[src/rtl/keypad_pkg.sv]
// Shared constants and FSM state encoding for the keypad debouncer.
package keypad_pkg;

    localparam logic [3:0] NO_KEY   = 4'd13;
    localparam logic [3:0] KEY_STAR = 4'd10;
    localparam logic [3:0] KEY_HASH = 4'd11;

    typedef enum logic [1:0] {
        IDLE,
        PRESS_CHK,
        HELD,
        RELEASE_CHK
    } kp_state_t;

endpackage

[src/rtl/keypad_frame_acc.sv]
// Collapses one 4-row scan frame into a single key code: the first valid hit in scan order wins.
module keypad_frame_acc
    import keypad_pkg::*;
(
    input  logic       clk,
    input  logic       rst_n,
    input  logic       press,
    input  logic [3:0] key_in,
    input  logic       row_b,
    output logic [3:0] frame_key,
    output logic       frame_done
);

    logic       frame_valid;
    logic       hit;
    logic [3:0] cap;
    logic       cur_hit;

    assign cur_hit = press && (key_in != NO_KEY);

    // The row_b cycle both closes the previous frame and is row 0 of the new one.
    always_ff @(posedge clk or negedge rst_n) begin
        if (!rst_n) begin
            frame_valid <= 1'b0;
            hit         <= 1'b0;
            cap         <= NO_KEY;
            frame_key   <= NO_KEY;
            frame_done  <= 1'b0;
        end else begin
            frame_done <= 1'b0;
            if (row_b) begin
                frame_valid <= 1'b1;
                if (frame_valid) begin
                    frame_key  <= cap;
                    frame_done <= 1'b1;
                end
                hit <= cur_hit;
                cap <= cur_hit ? key_in : NO_KEY;
            end else if (!hit && cur_hit) begin
                hit <= 1'b1;
                cap <= key_in;
            end
        end
    end

endmodule

[src/rtl/keypad_debounce.sv]
// Frame-based keypad debouncer with valid/ack handshake and interrupt pulse.
// Optional auto-repeat while a key is held: define KEYPAD_REPEAT_EN.
module keypad_debounce
    import keypad_pkg::*;
#(
    parameter int DEBOUNCE_FRAMES = 8,
    parameter int REPEAT_DELAY    = 64,
    parameter int REPEAT_RATE     = 16
) (
    input  logic       clk,
    input  logic       rst_n,
    input  logic       press,
    input  logic [3:0] key_in,
    input  logic       row_b,
    input  logic       key_ack,
    output logic [3:0] key_code,
    output logic       key_valid,
    output logic       intr,
    output logic       overrun
);

    // state       | meaning
    // IDLE        | no key seen
    // PRESS_CHK   | candidate key seen, counting identical frames
    // HELD        | key accepted, waiting for it to change
    // RELEASE_CHK | frames differ from accepted key, counting toward release

    localparam int MAX_FRAMES = (DEBOUNCE_FRAMES > REPEAT_DELAY)
                              ? ((DEBOUNCE_FRAMES > REPEAT_RATE) ? DEBOUNCE_FRAMES : REPEAT_RATE)
                              : ((REPEAT_DELAY > REPEAT_RATE) ? REPEAT_DELAY : REPEAT_RATE);
    localparam int CNT_W = $clog2(MAX_FRAMES) + 1;
    localparam logic [CNT_W-1:0] CNT_ONE = CNT_W'(1);
    localparam logic [CNT_W-1:0] CNT_MAX = '1;
    localparam logic [CNT_W-1:0] CNT_DB  = CNT_W'(DEBOUNCE_FRAMES);

    logic [3:0]       frame_key;
    logic             frame_done;
    kp_state_t        state, state_n;
    logic [3:0]       cand, cand_n;
    logic [CNT_W-1:0] cnt, cnt_n, cnt_inc;
    logic             accept;

    keypad_frame_acc u_frame_acc (
        .clk        (clk),
        .rst_n      (rst_n),
        .press      (press),
        .key_in     (key_in),
        .row_b      (row_b),
        .frame_key  (frame_key),
        .frame_done (frame_done)
    );

    assign cnt_inc = (cnt == CNT_MAX) ? cnt : cnt + CNT_ONE;

`ifdef KEYPAD_REPEAT_EN
    localparam logic [CNT_W-1:0] CNT_DLY  = CNT_W'(REPEAT_DELAY);
    localparam logic [CNT_W-1:0] CNT_RATE = CNT_W'(REPEAT_RATE);
    logic rep_phase, rep_phase_n;

    // rep_phase is only meaningful inside HELD; any entry into HELD starts from the delay.
    always_ff @(posedge clk or negedge rst_n) begin
        if (!rst_n)              rep_phase <= 1'b0;
        else if (state != HELD)  rep_phase <= 1'b0;
        else                     rep_phase <= rep_phase_n;
    end
`endif

    always_comb begin
        state_n = state;
        cand_n  = cand;
        cnt_n   = cnt;
        accept  = 1'b0;
`ifdef KEYPAD_REPEAT_EN
        rep_phase_n = rep_phase;
`endif
        if (frame_done) begin
            case (state)
                IDLE: if (frame_key != NO_KEY) begin
                    cand_n = frame_key;
                    if (CNT_ONE == CNT_DB) begin
                        accept  = 1'b1;
                        state_n = HELD;
                        cnt_n   = '0;
                    end else begin
                        state_n = PRESS_CHK;
                        cnt_n   = CNT_ONE;
                    end
                end
                PRESS_CHK: if (frame_key == cand) begin
                    cnt_n = cnt_inc;
                    if (cnt_inc == CNT_DB) begin
                        accept  = 1'b1;
                        state_n = HELD;
                        cnt_n   = '0;
                    end
                end else if (frame_key == NO_KEY) begin
                    state_n = IDLE;
                    cnt_n   = '0;
                end else begin
                    cand_n = frame_key;
                    cnt_n  = CNT_ONE;
                end
                HELD: if (frame_key != cand) begin
                    if (CNT_ONE == CNT_DB) begin
                        state_n = IDLE;
                        cnt_n   = '0;
                    end else begin
                        state_n = RELEASE_CHK;
                        cnt_n   = CNT_ONE;
                    end
                end
`ifdef KEYPAD_REPEAT_EN
                else begin
                    cnt_n = cnt_inc;
                    if (cnt_inc == (rep_phase ? CNT_RATE : CNT_DLY)) begin
                        accept      = 1'b1;
                        cnt_n       = '0;
                        rep_phase_n = 1'b1;
                    end
                end
`endif
                RELEASE_CHK: if (frame_key == cand) begin
                    state_n = HELD;
                    cnt_n   = '0;
                end else begin
                    cnt_n = cnt_inc;
                    if (cnt_inc == CNT_DB) begin
                        state_n = IDLE;
                        cnt_n   = '0;
                    end
                end
                default: state_n = IDLE;
            endcase
        end
    end

    always_ff @(posedge clk or negedge rst_n) begin
        if (!rst_n) begin
            state <= IDLE;
            cand  <= NO_KEY;
            cnt   <= '0;
        end else begin
            state <= state_n;
            cand  <= cand_n;
            cnt   <= cnt_n;
        end
    end

    // A same-cycle ack frees the holding register, so the new event takes it.
    always_ff @(posedge clk or negedge rst_n) begin
        if (!rst_n) begin
            key_code  <= 4'd0;
            key_valid <= 1'b0;
            intr      <= 1'b0;
            overrun   <= 1'b0;
        end else begin
            intr <= 1'b0;
            if (accept) begin
                if (!key_valid || key_ack) begin
                    key_code  <= cand;
                    key_valid <= 1'b1;
                    intr      <= 1'b1;
                    overrun   <= 1'b0;
                end else begin
                    overrun <= 1'b1;
                end
            end else if (key_ack && key_valid) begin
                key_valid <= 1'b0;
                overrun   <= 1'b0;
            end
        end
    end

endmodule

[config.mk]
export PLATFORM = sky130hd
export DESIGN_NAME = keypad_debounce
export DESIGN_NICKNAME = d
export VERILOG_FILES = /design/src/rtl/keypad_pkg.sv /design/src/rtl/keypad_frame_acc.sv /design/src/rtl/keypad_debounce.sv
export SDC_FILE = /design/constraint.sdc
export NUM_CORES = 1
export LEC_CHECK = 0
export BUFFER_PORTS_ARGS = -buffer_cell sky130_fd_sc_hd__buf_2
export CORE_MARGIN = 2
export CORE_UTILIZATION = 60
export CTS_CLUSTER_SIZE = 20
export DETAILED_ROUTE_END_ITERATION = 6
export GPL_ROUTABILITY_DRIVEN = 0
export PLACE_DENSITY = 0.81
export SLEW_MARGIN = 20
export SYNTH_ARGS = -nofsm -noshare
export SYNTH_HDL_FRONTEND = slang
export SYNTH_SLANG_ARGS = --single-unit
export TNS_END_PERCENT = 5
[constraint.sdc]
create_clock -name clk -period 4.9 [get_ports clk]
set_input_delay 0.245 -clock clk [delete_from_list [all_inputs] [get_ports clk]]
set_output_delay 0.245 -clock clk [all_outputs]
set_load 0.02 [all_outputs]
==> results_dict.tcl, run 1 <==
set metrics [dict create \
    cp_max_fo 7 \
    max_freq_mhz 426 \
    p_per_area_nw_per_um2 427 \
    total_power_mw 0.745 \
    slew_headroom 0.549 \
    cts_buffer_depth 2 \
    hold_class "in2reg" \
    die_x_um 54.9 \
    path_cells "ha_1 -> and4_1 -> and3_1 -> o21bai_2 -> nor4_4 -> mux2_2" \
    die_y_um 54.9 \
    peakVddDrop_mv 0.422 \
    synth_top_area_share 0.354 \
    synth_edf_count 0 \
    synth_cell_types 40 \
    drive_above_1_share 0.333 \
    post_cts_resized 0 \
    crit_buf_inv 0 \
    drt_iter0_drc 31 \
    synth_commonest_cells "dfrtp_1 (22), mux2_2 (13), nand2_1 (13)" \
    antenna_left 0 \
    cts_setup_buffers 0 \
    htreeDepth 2 \
    core_um2 2480 \
    cpMaxStageDelayCell "dfrtp_1" \
    grt_pass1_wl_mm 4.64 \
    synth_area_leaders "dfrtp_1 (35%), dfstp_2 (15%), mux2_2 (9.4%), nand2_1 (3.1%), xnor2_1 (2.8%)" \
    vias 1147 \
    crit_path_max_incr_delay_ns 0.42 \
    yosysTopAreaCell "dfrtp_1" \
    period_needed_ns 2.35 \
    overflow 0 \
    fin_crit_sh 0.479 \
    antenna_cells 0 \
    crit_arrival_ns 2.57 \
    dp_hpwl_mm 2.12 \
    grt_max_degree 32 \
    rsz0062_at_grt "false" \
    synth.most_common_cell "dfrtp_1" \
    grt_use_total 0.226 \
    syn_nets 148 \
    synth_seq_cells 31 \
    synth-seq-area-share 0.506 \
    run_status "finished, final reports clean" \
    dr.pass1.iters 4 \
    synthFlopType "dfrtp_1" \
    synth.avg_cell_area_um2 11.3 \
    clk_latency_ns 0.32 \
    worstSetupStartpointType "register" \
    grt_pass1_vias 1007 \
    fin_nets 168 \
    drv_cap 0 \
    fill_cells 203 \
    port_buffers 15 \
    cts-hold-fix-buffers 1 \
    finalSetupTns_ns 0 \
    synthesis.area_um2 1560 \
    finClkSkew_ns 0.0112 \
    finalHoldViolations 0 \
    place_area_um2 1660 \
    setup-violations-final 0 \
    synthToLayoutAreaGrowth_pct 12.3 \
    wl_mm 2.93 \
    viasPerCell 6.07 \
    start_util 0.628 \
    num_rows 18 \
    io_pins 16 \
    post-route-util 0.706 \
    dieArea_um2 3020 \
    drc 0 \
    critPathKind "reg2reg" \
    fin_area_um2 1750 \
    numCtsBuffers 5 \
    drv_slew 0 \
    clkTransAtPathRegs_ns 0.10 \
    clock_sinks 31 \
    wl_per_cell_um 15.5 \
    critPathTopFamily "simple AND/OR/NAND/NOR gates" \
    worst_pin_slew_ns 0.676 \
    yosysWarnings 0 \
    syn_inst 138 \
    cts_tree "built" \
    endpoint_kind "register" \
    ys_async_sr_fraction 1.00 \
    cp.required_ns 5.12 \
    antenna_found_initial 0 \
    cellLeakagePower_nw 0.778 \
    root_buffer "clkbuf_4" \
]
logic make-up after synthesis:
logic type,Yosys count,share of synthesized area
compound gates,34,0.166
xor+xnor,6,0.0338
fa+ha+maj,1,0.00804
buf+inv,6,0.0153
flops,31,0.506
mux,13,0.0941
simple gates,47,0.178
final timing paths:
check	startpoint	to	slack (ns)	depth (start not counted)
min in group asynchronous	rst_n	cnt[4]$_DFFE_PN0P_	0.48	2
worst min-delay path	press	u_frame_acc.hit$_DFFE_PN0P_	0.14	3
max in group asynchronous	rst_n	cand[1]$_DFFE_PN0P_	3.98	2
worst max-delay path	cnt[0]$_DFFE_PN0P_	key_code[3]$_DFFE_PN0P_	2.55	6
worst max register to register	cnt[0]$_DFFE_PN0P_	key_code[3]$_DFFE_PN0P_	2.55	6
worst min register to register	u_frame_acc.frame_valid$_DFFE_PN0P_	u_frame_acc.frame_valid$_DFFE_PN0P_	0.50	1
through the flow:
stage | instances | hold WS [ns] | worst slack (ns)
6_report | 189 | 0.142 | 2.55
2_1_floorplan | 138 | -0.0506 | 2.76
3_5_place_dp | 180 | 0.314 | 2.60
3_3_place_gp | 180 | 0.305 | 2.68
4_1_cts | 189 | 0.125 | 2.58
5_1_grt | 189 | 0.151 | 2.45
cell usage in the layout (no fill, tap or decap), types with 2 or more instances in the layout:
cell type	n
dfrtp_1	22
dfstp_2	9
nor2_1	10
a21boi_0	4
nor4_4	2
nand2_1	13
a31oi_1	6
o21ai_0	3
clkbuf_4	5
a211o_1	2
a21oi_1	7
nand3_1	4
buf_2	15
a41oi_1	2
xnor2_1	5
o2bb2ai_1	2
nand2b_1	3
inv_1	3
mux2_2	13
or2_2	2
and3_1	4
metal layers:
layer  GRT usage  vias to the layer above  share of wire
met5           0                        -              0
met4      0.0772                        0          0.019
met3      0.0726                        6          0.047
met2       0.371                       31           0.50
met1       0.281                      559           0.43
li1            -                      551              -
cell type report:
type | count | area (um2) | area share
clock buffers | 7 | 76.3 | 0.0437
clock inverters | 1 | 5.00 | 0.00286
inverters | 3 | 11.3 | 0.00644
multi-input cells | 101 | 746 | 0.427
flip-flops and latches | 31 | 787 | 0.450
well taps | 30 | 37.5 | 0.0215
repair buffers | 16 | 85.1 | 0.0487
worst reg2reg max path, cell delays in order, from the launching register on:
cell      delay (ns)
dfrtp_1         0.42
ha_1            0.33
and4_1          0.31
and3_1          0.26
o21bai_2        0.17
nor4_4          0.38
mux2_2          0.37
where the power goes:
part / total (mW) / switching [mW] / leakage, nW / internal (mW)
combinational: 0.213 / 0.118 / 0.351 / 0.0957
clock: 0.186 / 0.0864 / 0.0464 / 0.100
sequential: 0.346 / 0.0403 / 0.382 / 0.305
registers in the layout (all words and copies together) (netlist names), named ones only:
| name | flops |
|---|---|
| u_frame_acc.frame_done | 1 |
| overrun | 1 |
| state | 1 |
| u_frame_acc.hit | 1 |
| intr | 1 |
| u_frame_acc.frame_valid | 1 |
| cnt | 7 |
| key_valid | 1 |
| u_frame_acc.cap | 4 |
| u_frame_acc.frame_key | 4 |
| key_code | 4 |
| cand | 4 |
(Power assumes the default switching activity.)
==> run 2: changes to the inputs <==
--- a/config.mk
+++ b/config.mk
@@ -5,13 +5,14 @@
 export SDC_FILE = /design/constraint.sdc
 export NUM_CORES = 1
 export LEC_CHECK = 0
+export ABC_AREA = 1
 export BUFFER_PORTS_ARGS = -buffer_cell sky130_fd_sc_hd__buf_2
 export CORE_MARGIN = 2
-export CORE_UTILIZATION = 60
+export CORE_UTILIZATION = 58
 export CTS_CLUSTER_SIZE = 20
 export DETAILED_ROUTE_END_ITERATION = 6
 export GPL_ROUTABILITY_DRIVEN = 0
-export PLACE_DENSITY = 0.81
+export PLACE_DENSITY = 0.78
 export SLEW_MARGIN = 20
 export SYNTH_ARGS = -nofsm -noshare
 export SYNTH_HDL_FRONTEND = slang
==> constraint.sdc (replaced) <==
create_clock -name clk -period 2.3 [get_ports clk]
set_input_delay 0.115 -clock clk [delete_from_list [all_inputs] [get_ports clk]]
set_output_delay 0.115 -clock clk [all_outputs]
set_load 0.02 [all_outputs]
==> run 2 against run 1 <==
Global-route usage decreased by 0.89 points. Sequential share of layout area down 3.3 points. Utilization fell by 2.2 points. Sequential power increased by 120%. Clock-buffer cell count stayed put. Worst hold slack worse by 0.11 ns. Critical path depth up 7.
==> results_dict.tcl, run 2 <==
set metrics [dict create \
    run_status "finished, final reports clean" \
    synth.avg_cell_area_um2 8.02 \
    period_needed_ns 1.89 \
    fin_crit_sh 0.820 \
    multi_input_area_um2 738 \
    drive_above_1_share 0.235 \
    hold_class "in2reg" \
    synth_commonest_cells "nand2_1 (67), inv_1 (36), dfrtp_1 (22)" \
    synthesis.area_um2 1680 \
    antenna_cells 0 \
    cts_setup_buffers 0 \
    cp_max_fo 7 \
    synth.most_common_cell "nand2_1" \
    grt_max_degree 32 \
    cts_buffer_depth 2 \
    dp_hpwl_mm 2.35 \
    yosysWarnings 0 \
    cp.required_ns 2.52 \
    final_cell_mix "nand2_1 (67), inv_1 (36), dfrtp_1 (22)" \
    post_cts_resized 0 \
    root_buffer "clkbuf_4" \
    largest_reg_flops 7 \
    fin_ws_ns 0.415 \
    crit_buf_inv 1 \
    finClkSkew_ns 0.0167 \
    syn_inst 209 \
    antenna_left 0 \
    worstSetupStartpointType "register" \
    fill_cells 222 \
    grt_use_total 0.217 \
    critPathTopFamily "simple AND/OR/NAND/NOR gates" \
    port_buffers 15 \
    clk_latency_ns 0.34 \
    wl_mm 3.09 \
    peakVddDrop_mv 0.719 \
    critPathKind "reg2reg" \
    setup-violations-final 0 \
    cellLeakagePower_nw 1.00 \
    r2r_cells 13 \
    drc 0 \
    synth-seq-area-share 0.469 \
    clock_sinks 31 \
    grt_pass1_vias 1327 \
    numCtsBuffers 5 \
    pre_cts_ws_ns 0.449 \
    synthFlopType "dfrtp_1" \
    ys_async_sr_fraction 1.00 \
    path_cells "ha_1 -> nand3_2 -> clkinv_2 -> nand2_4 -> nand2_1 -> nand2_1 -> nand2_2 -> nor2_4 -> nand2_1 -> nand2_1 -> nand2_1 -> nand2_1 -> nand2_1" \
    io_pins 16 \
    vias 1371 \
    antenna_found_initial 0 \
    fin_nets 243 \
    wl_per_cell_um 11.7 \
    overflow 0 \
    drv_slew 0 \
    drt_iter0_drc 66 \
    top_register "cnt" \
    synth_seq_cells 31 \
    core_um2 2760 \
    worst_pin_slew_ns 0.651 \
    rsz0062_at_grt "false" \
    synthToLayoutAreaGrowth_pct 12.5 \
    start_util 0.608 \
    htreeDepth 2 \
    dieArea_um2 3340 \
    synth_edf_count 0 \
    syn_nets 219 \
    layout_commonest_cell "nand2_1" \
    synth_cell_types 32 \
    finalSetupTns_ns 0 \
    slew_headroom 0.566 \
    cts-hold-fix-buffers 2 \
    num_rows 19 \
    yosysTopAreaCell "dfrtp_1" \
    min_path_cells 3 \
    cts_tree "built" \
    max_freq_mhz 530 \
    synth_area_leaders "dfrtp_1 (33%), nand2_1 (15%), dfstp_2 (14%), inv_1 (8.1%), nand3_1 (3.6%)" \
    endpoint_kind "register" \
    cpMostUsedCell "nand2_1" \
    crit_arrival_ns 2.11 \
    die_x_um 57.8 \
    regArea_um2 787 \
    cpMaxStageDelayCell "dfrtp_1" \
    crit_cells 13 \
    die_y_um 57.8 \
    p_per_area_nw_per_um2 904 \
    grt_pass1_wl_mm 5.47 \
    finalHoldViolations 0 \
    dr.pass1.iters 4 \
    crit_path_max_incr_delay_ns 0.45 \
    clkTransAtPathRegs_ns 0.09 \
    viasPerCell 5.17 \
    synth_top_area_share 0.328 \
    drv_cap 0 \
]
## run 2: cells by family after synthesis
logic type,Yosys count,share of synthesized area
flip-flops,31,0.469
buffers and inverters,40,0.0903
AO/OA/AOI/OAI,23,0.0813
XOR/XNOR,2,0.0104
adder cells (fa/ha/maj),1,0.00746
AND/OR/NAND/NOR,112,0.341
## run 2: final cells by class
type / instances / area share
clock inverter: 1 / 0.0159
timing repair buffer: 17 / 0.0504
tap: 31 / 0.0206
sequential: 31 / 0.417
multi-input combinational: 138 / 0.392
clock buffer: 7 / 0.0239
inverter: 40 / 0.0803
## run 2: stage by stage
step	instance area (um2)	total power, mW	utilization	hold slack, ns	instances
floorplan	1680	1.18	-	-0.181	209
global placement	1790	1.27	0.649	0.176	255
detailed placement	1790	1.30	0.649	0.185	255
finish	1890	1.70	0.684	0.0369	265
global route	1890	1.83	0.684	0.0476	265
CTS	1890	1.71	0.684	0.0283	265
## run 2: power by group
| part | switching (mW) | internal [mW] | total (mW) |
|---|---|---|---|
| registers | 0.0999 | 0.656 | 0.756 |
| clock network | 0.175 | 0.230 | 0.405 |
| logic | 0.357 | 0.186 | 0.543 |
## run 2: worst reg2reg max path, cell delays in order, from the launching register on
cell,delay [ns]
dfrtp_1,0.45
ha_1,0.26
nand3_2,0.10
clkinv_2,0.10
nand2_4,0.11
nand2_1,0.06
nand2_1,0.11
nand2_2,0.08
nor2_4,0.14
nand2_1,0.09
nand2_1,0.11
nand2_1,0.07
nand2_1,0.06
nand2_1,0.05
## run 2: final timing paths
path,endpoint,slack [ns],start
max in group asynchronous,u_frame_acc.cap[1]$_DFFE_PN0P_,1.53,rst_n
worst min register to register,u_frame_acc.frame_valid$_DFFE_PN0P_,0.47,u_frame_acc.frame_valid$_DFFE_PN0P_
min in group asynchronous,key_code[0]$_DFFE_PN0P_,0.33,rst_n
worst max-delay path,register,0.41,cnt[0]$_DFFE_PN0P_
worst max register to register,register,0.41,cnt[0]$_DFFE_PN0P_
worst min-delay path,u_frame_acc.cap[2]$_DFFE_PN1P_,0.04,key_in[2]
## run 2: metal layers
metal | routed length, um | GRT usage
met5 | 0 | 0
met4 | 52 | 0.0664
met3 | 212 | 0.0871
met2 | 1520 | 0.362
met1 | 1300 | 0.258
